File: config.mk
export PLATFORM = sky130hd
export DESIGN_NAME = v8502_bus_arbiter
export DESIGN_NICKNAME = d
export VERILOG_FILES = /design/src/rtl/v8502_arb_pkg.sv /design/src/rtl/v8502_rr_pick.sv /design/src/rtl/v8502_bus_arbiter.sv
export SDC_FILE = /design/constraint.sdc
export NUM_CORES = 1
export LEC_CHECK = 0
export BUFFER_PORTS_ARGS = -buffer_cell sky130_fd_sc_hd__buf_2
export CORE_MARGIN = 2
export CORE_UTILIZATION = 40
export DETAILED_ROUTE_END_ITERATION = 10
export RECOVER_POWER = 25
export SYNTH_ARGS = -nofsm -noshare
export SYNTH_HDL_FRONTEND = slang
export SYNTH_SLANG_ARGS = --single-unit
File: constraint.sdc
create_clock -name phi2 -period 2.43 [get_ports phi2]
set_input_delay 0.1215 -clock phi2 [delete_from_list [all_inputs] [get_ports phi2]]
set_output_delay 0.1215 -clock phi2 [all_outputs]
set_load 0.02 [all_outputs]
File: src/rtl/v8502_arb_pkg.sv
// ----------------------------------------------------------------------------
// v8502_arb_pkg
// Shared types and constants for the V8502 DMA bus arbiter.
//   arb_state_e      : arbiter FSM states (IDLE, STALL, GRANT, HANDBACK)
//   RDY_LEAD_DEFAULT : default number of STALL cycles between RDY and AEC falling
//   CNT_W            : width of the stall counter (covers RDY_LEAD up to 3)
//   onehot2()        : requester index -> one-hot grant vector
// ----------------------------------------------------------------------------
package v8502_arb_pkg;

    localparam int unsigned RDY_LEAD_DEFAULT = 3;
    localparam int unsigned CNT_W            = 2;

    typedef enum logic [1:0] {
        IDLE     = 2'd0,
        STALL    = 2'd1,
        GRANT    = 2'd2,
        HANDBACK = 2'd3
    } arb_state_e;

    function automatic logic [1:0] onehot2(input logic idx);
        return idx ? 2'b10 : 2'b01;
    endfunction

endpackage

File: src/rtl/v8502_rr_pick.sv
// ----------------------------------------------------------------------------
// v8502_rr_pick
// Combinational 2-way round-robin picker.
//   req_i    [1:0] : active-high requests, one bit per requester
//   last_i         : index of the requester granted most recently
//   winner_o       : index of the chosen requester (don't-care when !valid_o)
//   valid_o        : at least one request is present
// ----------------------------------------------------------------------------
module v8502_rr_pick (
    input  logic [1:0] req_i,
    input  logic       last_i,
    output logic       winner_o,
    output logic       valid_o
);

    assign valid_o  = |req_i;
    // A lone request wins outright; on a tie the one not granted last wins.
    assign winner_o = (req_i == 2'b11) ? ~last_i : req_i[1];

endmodule

File: src/rtl/v8502_bus_arbiter.sv
// ----------------------------------------------------------------------------
// v8502_bus_arbiter
// Arbitrates the 6502 bus between the CPU and two DMA requesters. A request
// first drops RDY to halt the CPU, waits RDY_LEAD cycles, then drops AEC to
// float the CPU address/R_W and grants the bus one-hot to the winner.
// All state changes on the falling edge of phi2.
//
// Ports:
//   phi2           : phase-2 system clock (falling edge active)
//   _reset         : asynchronous, active-low reset
//   req      [1:0] : DMA requests, active-high
//   r_w_6502       : CPU R/_W, high = read cycle
//   rdy            : CPU RDY, low halts the CPU on its next read
//   aec            : address enable, low floats CPU address and R/_W
//   gnt      [1:0] : one-hot grant, zero when no requester owns the bus
//   busy           : high in every state except IDLE
//
// Parameter RDY_LEAD (1..3): STALL cycles between RDY falling and AEC falling.
//
// Build option V8502_ARB_FAST_STALL_EN: when defined, a STALL cycle in which
// r_w_6502=1 is sampled proves the CPU is halted, so STALL exits to GRANT on
// the following edge. When undefined, STALL always lasts RDY_LEAD cycles.
// ----------------------------------------------------------------------------
module v8502_bus_arbiter
    import v8502_arb_pkg::*;
#(
    parameter int unsigned RDY_LEAD = RDY_LEAD_DEFAULT
) (
    input  logic       phi2,
    input  logic       _reset,
    input  logic [1:0] req,
    input  logic       r_w_6502,
    output logic       rdy,
    output logic       aec,
    output logic [1:0] gnt,
    output logic       busy
);

    localparam logic [CNT_W-1:0] CNT_LOAD = CNT_W'(RDY_LEAD - 1);

    arb_state_e       state_q, state_d;
    logic             winner_q, winner_d;
    logic             last_q, last_d;
    logic [CNT_W-1:0] cnt_q, cnt_d;
    logic             fast_q, fast_d;
    logic             rdy_d, aec_d, busy_d;
    logic [1:0]       gnt_d;

    logic             pick_winner;
    logic             pick_valid;
    logic             stall_fast;

`ifdef V8502_ARB_FAST_STALL_EN
    assign stall_fast = r_w_6502;
`else
    logic unused_r_w;
    assign stall_fast = 1'b0;
    assign unused_r_w = r_w_6502;
`endif

    v8502_rr_pick u_pick (
        .req_i    (req),
        .last_i   (last_q),
        .winner_o (pick_winner),
        .valid_o  (pick_valid)
    );

    // NOTE: every signal assigned in this block gets a default first, so no
    // path leaves it unassigned and no latch is inferred.
    always_comb begin
        state_d  = state_q;
        winner_d = winner_q;
        last_d   = last_q;
        cnt_d    = cnt_q;
        fast_d   = fast_q;

        case (state_q)
            IDLE: begin
                if (pick_valid) begin
                    state_d  = STALL;
                    winner_d = pick_winner;
                    cnt_d    = CNT_LOAD;
                    fast_d   = 1'b0;
                end
            end
            STALL: begin
                if (!req[winner_q]) begin
                    // Abort: no grant, pointer untouched; the other requester
                    // is seen again from IDLE on the next edge.
                    state_d = IDLE;
                    cnt_d   = '0;
                    fast_d  = 1'b0;
                end else if (cnt_q == '0 || fast_q) begin
                    state_d = GRANT;
                    last_d  = winner_q;
                    cnt_d   = '0;
                    fast_d  = 1'b0;
                end else begin
                    // Only reached with cnt_q != 0, so the counter never wraps.
                    cnt_d  = cnt_q - CNT_W'(1);
                    fast_d = stall_fast;
                end
            end
            GRANT: begin
                if (!req[winner_q]) begin
                    if (req[~winner_q]) begin
                        // CPU is still halted: hand the bus straight over.
                        winner_d = ~winner_q;
                        last_d   = ~winner_q;
                    end else begin
                        state_d = HANDBACK;
                    end
                end
            end
            HANDBACK: begin
                if (pick_valid) begin
                    state_d  = GRANT;
                    winner_d = pick_winner;
                    last_d   = pick_winner;
                end else begin
                    state_d = IDLE;
                end
            end
            default: state_d = IDLE;
        endcase

        // Outputs are decoded from the next state so they come out registered.
        rdy_d  = (state_d == IDLE);
        aec_d  = (state_d == IDLE) || (state_d == STALL);
        gnt_d  = (state_d == GRANT) ? onehot2(winner_d) : 2'b00;
        busy_d = (state_d != IDLE);
    end

    // NOTE: sequential state uses non-blocking assignments so every register
    // samples the pre-edge values regardless of statement order.
    always_ff @(negedge phi2 or negedge _reset) begin
        if (!_reset) begin
            state_q  <= IDLE;
            winner_q <= 1'b0;
            last_q   <= 1'b1;
            cnt_q    <= '0;
            fast_q   <= 1'b0;
            rdy      <= 1'b1;
            aec      <= 1'b1;
            gnt      <= 2'b00;
            busy     <= 1'b0;
        end else begin
            state_q  <= state_d;
            winner_q <= winner_d;
            last_q   <= last_d;
            cnt_q    <= cnt_d;
            fast_q   <= fast_d;
            rdy      <= rdy_d;
            aec      <= aec_d;
            gnt      <= gnt_d;
            busy     <= busy_d;
        end
    end

endmodule

[Word-level counts from Yosys, hierarchy flattened]
Cells that the tools add are included.
Cells by class
  add/subtract/negate cells: 1
  order comparisons: 2
  equality and inequality tests: 12
  mux-type cells: 30
  bitwise gates (word level): 2
  reductions and logical operators: 12
Operators by type and width (count)
  $mux W2: 11
  $mux W1: 14
  $ne A2 B2 Y1 const B: 6
  $eq A2 B2 Y1 const B: 4
  $pmux W2 S4: 1
  $logic_not A2 Y1: 3
  $reduce_and A6 Y1: 1
  $eq A2 B1 Y1 const B: 2
  $lt A1 B2 Y1 const B: 2
  $pmux W1 S2: 2
  $pmux W2 S2: 1
  $reduce_bool A2 Y1: 2
  $reduce_or A2 Y1: 2
  $pmux W1 S3: 1
  $reduce_bool A3 Y1: 1
  $logic_or A1 B1 Y1: 2
  $not A1 Y1: 2
  $reduce_and A2 Y1: 1
  $sub A2 B1 Y2 const B: 1
Word-level totals
  flip-flop bits (word level): 12
  output and inout port bits: 5
  word-level logic and storage cells: 68

[Depth between registers and ports, before layout]
Gate-level depths: netlist of run 1.
  depth after elaboration: 8
  gate-level depth with buffers: 7
  gate-level depth less buffers: 6

[Cells and area by module]
A second synthesis of run 1 with hierarchy kept.
Second synthesis, totals
  cells, all modules: 69
  area total of the unflattened synthesis: 695.7 um2
By module, submodules not included
  v8502_bus_arbiter: times used 1, cells an instance 67, area an instance 681.9 um2
  v8502_rr_pick: times used 1, cells an instance 2, area an instance 13.8 um2

==> results of run 1 <==
==> per-stage QoR <==
step | hold WS, ns | total power [mW] | setup WS [ns] | cells | cell area (um2)
after detailed placement | 0.505 | 0.921 | -0.105 | 95 | 747
after floorplan | 0.430 | 0.767 | 0.00419 | 67 | 654
final | 0.507 | 1.04 | 0.129 | 101 | 779
after global placement | 0.484 | 0.909 | -0.0871 | 95 | 747
after CTS | 0.506 | 1.05 | 0.113 | 101 | 781
after global routing | 0.548 | 1.14 | 0.0836 | 101 | 779
==> power by group <==
group | total [mW] | leakage [nW] | internal, mW | switching [mW]
sequential | 0.351 | 0.133 | 0.286 | 0.0641
combinational | 0.555 | 0.206 | 0.247 | 0.307
clock | 0.134 | 0.0310 | 0.0699 | 0.0642
==> cells by family after synthesis <==
family,after synthesis,synth area share
buf+inv,10,0.0707
flops,11,0.426
fa+ha+maj,4,0.0765
simple gates,22,0.207
compound gates,18,0.180
mux,2,0.0401
==> routing by layer <==
metal	wire (um)	up-vias	global-route usage	share of wire
li1	-	269	-	-
met1	579	252	0.170	0.48
met2	575	6	0.238	0.47
met3	44	2	0.0163	0.036
met4	12	0	0.109	0.0099
met5	0	-	0	0
==> flip-flops by register name, indices dropped and copies added, names as in the netlist <==
signal	count
aec	1
busy	1
cnt_q	2
gnt	2
last_q	1
rdy	1
state_q	2
winner_q	1
==> path summary, 6_finish.rpt <==
kind	slack [ns]	depth (start not counted)	end
max in group asynchronous	1.07	1	rdy
worst max register to register	0.60	5	gnt[0]
worst min register to register	0.51	1	cnt_q[0]
worst min-delay path	0.51	1	cnt_q[0]
min in group asynchronous	0.91	1	winner_q
worst max-delay path	0.13	1	aec
==> layout by cell type (no fill, tap or decap), drive strengths merged <==
cell type  count
a2111o         1
a21oi          6
a311oi         1
a31oi          1
a32oi          1
and2           1
and2b          1
buf           14
clkbuf         5
dfrtn          8
dfstp          3
ha             4
inv            9
mux2           2
nand2          1
nand2b         2
nand3          3
nand3b         1
nor2           3
nor3           5
nor3b          3
o21a           2
o21ai          5
o22ai          1
or2            1
or4            1
==> final cells by class <==
type	instances	share of cell area
Timing Repair Buffer	15	0.117
Tap cell	16	0.0257
Inverter	6	0.0289
Multi-Input combinational cell	46	0.422
Sequential cell	11	0.358
Clock buffer	4	0.0337
Clock inverter	3	0.0144
==> results.ini, run 1 <==
[floorplan]
rows = 14
dieHeight_um = 44.4
die_w_um = 44.4
start_util = 0.429
ios = 10
core-area_mm2 = 0.00152
die_area_mm2 = 0.00198

[logic_synthesis]
synth_cell_types = 30
yosys-top-cells-area = dfrtn_1, dfstp_2, ha_1, a21oi_1, inv_1
ys.flop_type = dfrtn_1
ys_ff_latch = 11
synth-edff-count = 0
avgSynthCellArea_um2 = 9.77
synthCells = 67
ys_seq_area_frac = 0.426
syn_nets = 76
synthArstFlopShare = 1.00
ys_top_cells_by_count = dfrtn_1, inv_1, a21oi_1
yosysMostFrequentCell = dfrtn_1
syn_area_um2 = 654
synth_top_area_share = 0.306
yosysTopAreaCell = dfrtn_1
ys_warn_count = 0

[clock_network]
post_cts_buffers = 0
numCtsBuffers = 3
clockBufferDepth = 2
root_buffer = clkbuf_4
cts_hold_buf = 0
clkLatencyLatePin_ns = 0.32
cts_tree = yes
cts_sinks = 11
clkSlewWorstSetupHoldPaths_ns = 0.05
cts-resized-gates = 0
cts_htree_levels = 1

[setup_path]
path_cells = buf_2
worst_ep_required_time_ns = 2.31
worst-path-max-fanout = 1
crit_start = aec
max_stage_delay_ns = 0.50
critical_path_class = flop to primary output
crit_arrival_ns = 2.18
r2r-start = state_q[0]
cp-end-kind = primary output
crit_slowest_cell = dfstp_2
critPathBufInv = 1
crit_family = flip-flops
start_kind = flop

[routing]
wl_per_cell_um = 12.0
drc = 0
wl_um = 1210
ant_nets = 0
drt-vias-per-instance = 5.24
vias = 529
drt_pre_antenna_iters = 3
drt_iter0_markers = 9

[final_layout]
drive_gt1_frac = 0.294
multi_input_area_um2 = 329
fillers = 154
seqCellArea_um2 = 279
final_util = 0.511
antenna_cells = 0
syn_to_final_growth_pct = 19.1
nets = 95

[global_routing]
grt_pass1_vias = 510
overflow = 0
antenna_found_initial = 0
grt_max_degree = 12
grt_pass1_wl_um = 2050
grt_usage = 0.144

[worst_hold_path]
hp-class = flop to flop
min_from = cnt_q[0]

[status]
status = complete, no violations

[placed_design]
dp_hpwl_um = 951
gp_congestion = 0.801
portBuffers = 8

[power_and_ir_drop]
ir_worst_vdd_v = 0.000651
power.density_mw_per_mm2 = 1330
p_leak_nw = 0.370

[sta]
hold_viol = 0
max_slew_margin = 0.626
rsz0062_at_grt = false
finalSetupViolCount = 0
drv_slew = 0
skew_ns = 0.0491
worst_pin_slew_ns = 0.561
finalSetupTns_ns = 0

[run]
drv_cap = 0

Power figures use the tool's default switching activity.
==> inputs of run 2 (changes only) <==
Settings changed: ABC_AREA set to 1.
==> results.ini, run 2 <==
[setup_path]
reg2regPathDepth = 9  ; +4
worst-path-max-fanout = 1  ; unchanged
crit_slowest_cell = dfstp_2
crit_arrival_ns = 2.19  ; about the same
r2r_slack_ns = 0.88  ; +0.28 ns
max_stage_delay_ns = 0.51  ; about the same
crit_family = flip-flops
critPathBufInv = 1  ; unchanged
critical_path_class = flop to primary output
worstSetupPathDepth = 1  ; unchanged
r2r-start = state_q[1]
path_cells = buf_2
worst_ep_required_time_ns = 2.31  ; about the same
worstReg2RegEnd = gnt[0]
start_kind = flop
cp-end-kind = primary output

[floorplan]
core-area_mm2 = 0.00152  ; unchanged
start_util = 0.429  ; unchanged
ios = 10  ; unchanged
die_w_um = 44.4  ; unchanged
die_area_mm2 = 0.00198  ; unchanged
rows = 14  ; unchanged
dieHeight_um = 44.4  ; unchanged

[clock_network]
clockBufferDepth = 2  ; unchanged
post_cts_buffers = 0  ; unchanged
cts_sinks = 11  ; unchanged
cts_hold_buf = 0  ; unchanged
numCtsBuffers = 3  ; unchanged
cts_tree = yes
clkLatencyLatePin_ns = 0.32  ; about the same
cts_htree_levels = 1  ; unchanged
root_buffer = clkbuf_4
cts-resized-gates = 0  ; unchanged
clkSlewWorstSetupHoldPaths_ns = 0.05  ; about the same

[sta]
drv_slew = 0  ; unchanged
rsz0062_at_grt = false
skew_ns = 0.0493  ; +0.000294 ns
max_slew_margin = 0.635  ; +0.00870
hold_viol = 0  ; unchanged
worst_pin_slew_ns = 0.548  ; -0.0130 ns
finalSetupViolCount = 0  ; unchanged
setup_ws_ns = 0.116  ; -0.0132 ns
finalSetupTns_ns = 0  ; unchanged

[logic_synthesis]
ys_ff_latch = 11  ; unchanged
syn_nets = 93  ; +22%
synth_xor_xnor_area_share = 0  ; unchanged
yosysMostFrequentCell = nand2_1
synth_cell_types = 15  ; -50%
synth_top_family_by_area = simple AND/OR/NAND/NOR gates
ys_seq_area_frac = 0.426  ; unchanged
ys_top_cells_by_count = nand2_1, inv_1, dfrtn_1, nand3_1, nor2_1
synth_compound_gate_area_share = 0.134  ; -0.0459
synth_top_area_share = 0.306  ; unchanged
synthCells = 84  ; +25%
synthMuxAreaShare = 0  ; -0.0402
synth_fa_ha_area_frac = 0.0765  ; unchanged
synthArstFlopShare = 1.00  ; unchanged
yosysTopAreaCell = dfrtn_1
ys_warn_count = 0  ; unchanged
synth-simple-area-share = 0.277  ; +0.0707
yosys-top-cells-area = dfrtn_1, dfstp_2, nand2_1, ha_1, inv_1
syn_area_um2 = 654  ; unchanged
ys.flop_type = dfrtn_1
synth-edff-count = 0  ; unchanged
avgSynthCellArea_um2 = 7.79  ; -20%

[final_layout]
syn_to_final_growth_pct = 14.1
drive_gt1_frac = 0.235  ; -0.0594
antenna_cells = 0  ; unchanged
instances_no_fill = 114  ; +13%
fin_area_um2 = 747  ; -4.2%
final_cell_mix = nand2_1, inv_1, nand3_1, dfrtn_1
largestRegisters = cnt_q x2, gnt x2, state_q x2
final_common_cell = nand2_1
fillers = 165  ; +7.1%
nets = 108  ; +14%

[run]
drv_cap = 0  ; unchanged

[routing]
wl_per_cell_um = 9.53  ; -21%
wl_um = 1090  ; -10%
drt_iter0_markers = 4  ; -5
drt-vias-per-instance = 4.77  ; -8.9%
ant_nets = 0  ; unchanged
vias = 544  ; +2.8%
drt_pre_antenna_iters = 4  ; +1
drc = 0  ; unchanged

[power_and_ir_drop]
p_leak_nw = 0.394  ; +6.5%
power.density_mw_per_mm2 = 1460  ; +9.5%
ir_worst_vdd_v = 0.000626  ; -3.8%
finalPower_mw = 1.09  ; +4.9%

[global_routing]
grt_pass1_wl_um = 1950  ; -4.7%
grt_util_met3 = 0.0163  ; unchanged
grt_pass1_vias = 490  ; -3.9%
top_usage_layer = met2
grt_max_degree = 12  ; unchanged
grt_use_met1 = 0.174  ; +0.00425
grt_usage = 0.137  ; -0.00705
met2_usage = 0.218  ; -0.0206
overflow = 0  ; unchanged
antenna_found_initial = 0  ; unchanged

[worst_hold_path]
holdPathEnd = cnt_q[0]
min_from = cnt_q[0]
hp-class = flop to flop
whs_path_depth = 2  ; +1

[placed_design]
placed_cells = 108  ; +14%
pre_cts_ws_ns = 0.103  ; +0.209 ns
placed_area_um2 = 714  ; -4.4%
portBuffers = 8  ; unchanged
gp_congestion = 0.794  ; -0.92%
dp_hpwl_um = 925  ; -2.8%

[status]
status = complete, no violations

==> run 2: cell types whose count changed in the layout (fill, tap and decap cells not counted), sizes merged, moves of 2 or more <==
cell    change
inv         +8
mux2        -2
o21ai       +3
nor3b       -3
buf         -7
nand3       +6
o21a        -2
nor2        +4
nor3        -4
nand2      +23
nand2b      -2
==> run 2: cell families after synthesis <==
logic type	count (synthesis)
adder cells (fa/ha/maj)	4
buffers and inverters	15
AND/OR/NAND/NOR	41
flip-flops	11
AO/OA/AOI/OAI	13
==> run 2: area by class of cell <==
class,count,area (um2),share of cell area
Multi-Input combinational cell,58,319,0.427
Sequential cell,11,279,0.374
Inverter,14,52.6,0.0704
Timing Repair Buffer,8,38.8,0.0519
Clock buffer,3,22.5,0.0302
Tap cell,16,20.0,0.0268
Clock inverter,4,15.0,0.0201
==> run 2: worst max-delay path by stage <==
stage	from	endpoint	slack (ns)
2_1_floorplan	req[1]	gnt[0]	0.36
3_3_place_gp	req[1]	gnt[0]	0.11
3_5_place_dp	req[1]	gnt[0]	0.10
4_1_cts	aec	aec	0.10
5_1_grt	aec	aec	0.07
6_report	aec	aec	0.12
==> run 2: metal layers <==
layer	wire length, um	vias to the layer above
li1	-	292
met1	516	243
met2	522	7
met3	31	2
met4	15	0
met5	0	-
==> run 2: where the power goes <==
part | leakage [nW] | total, mW | internal, mW | switching, mW
registers | 0.132 | 0.351 | 0.299 | 0.0518
logic | 0.231 | 0.607 | 0.215 | 0.392
clock network | 0.0313 | 0.132 | 0.0658 | 0.0665
==> run 2: metrics by stage <==
stage | hold WS, ns | util
4_1_cts | 0.501 | 0.491
3_3_place_gp | 0.495 | 0.469
6_report | 0.494 | 0.490
2_1_floorplan | 0.452 | -
3_5_place_dp | 0.497 | 0.469
5_1_grt | 0.544 | 0.490
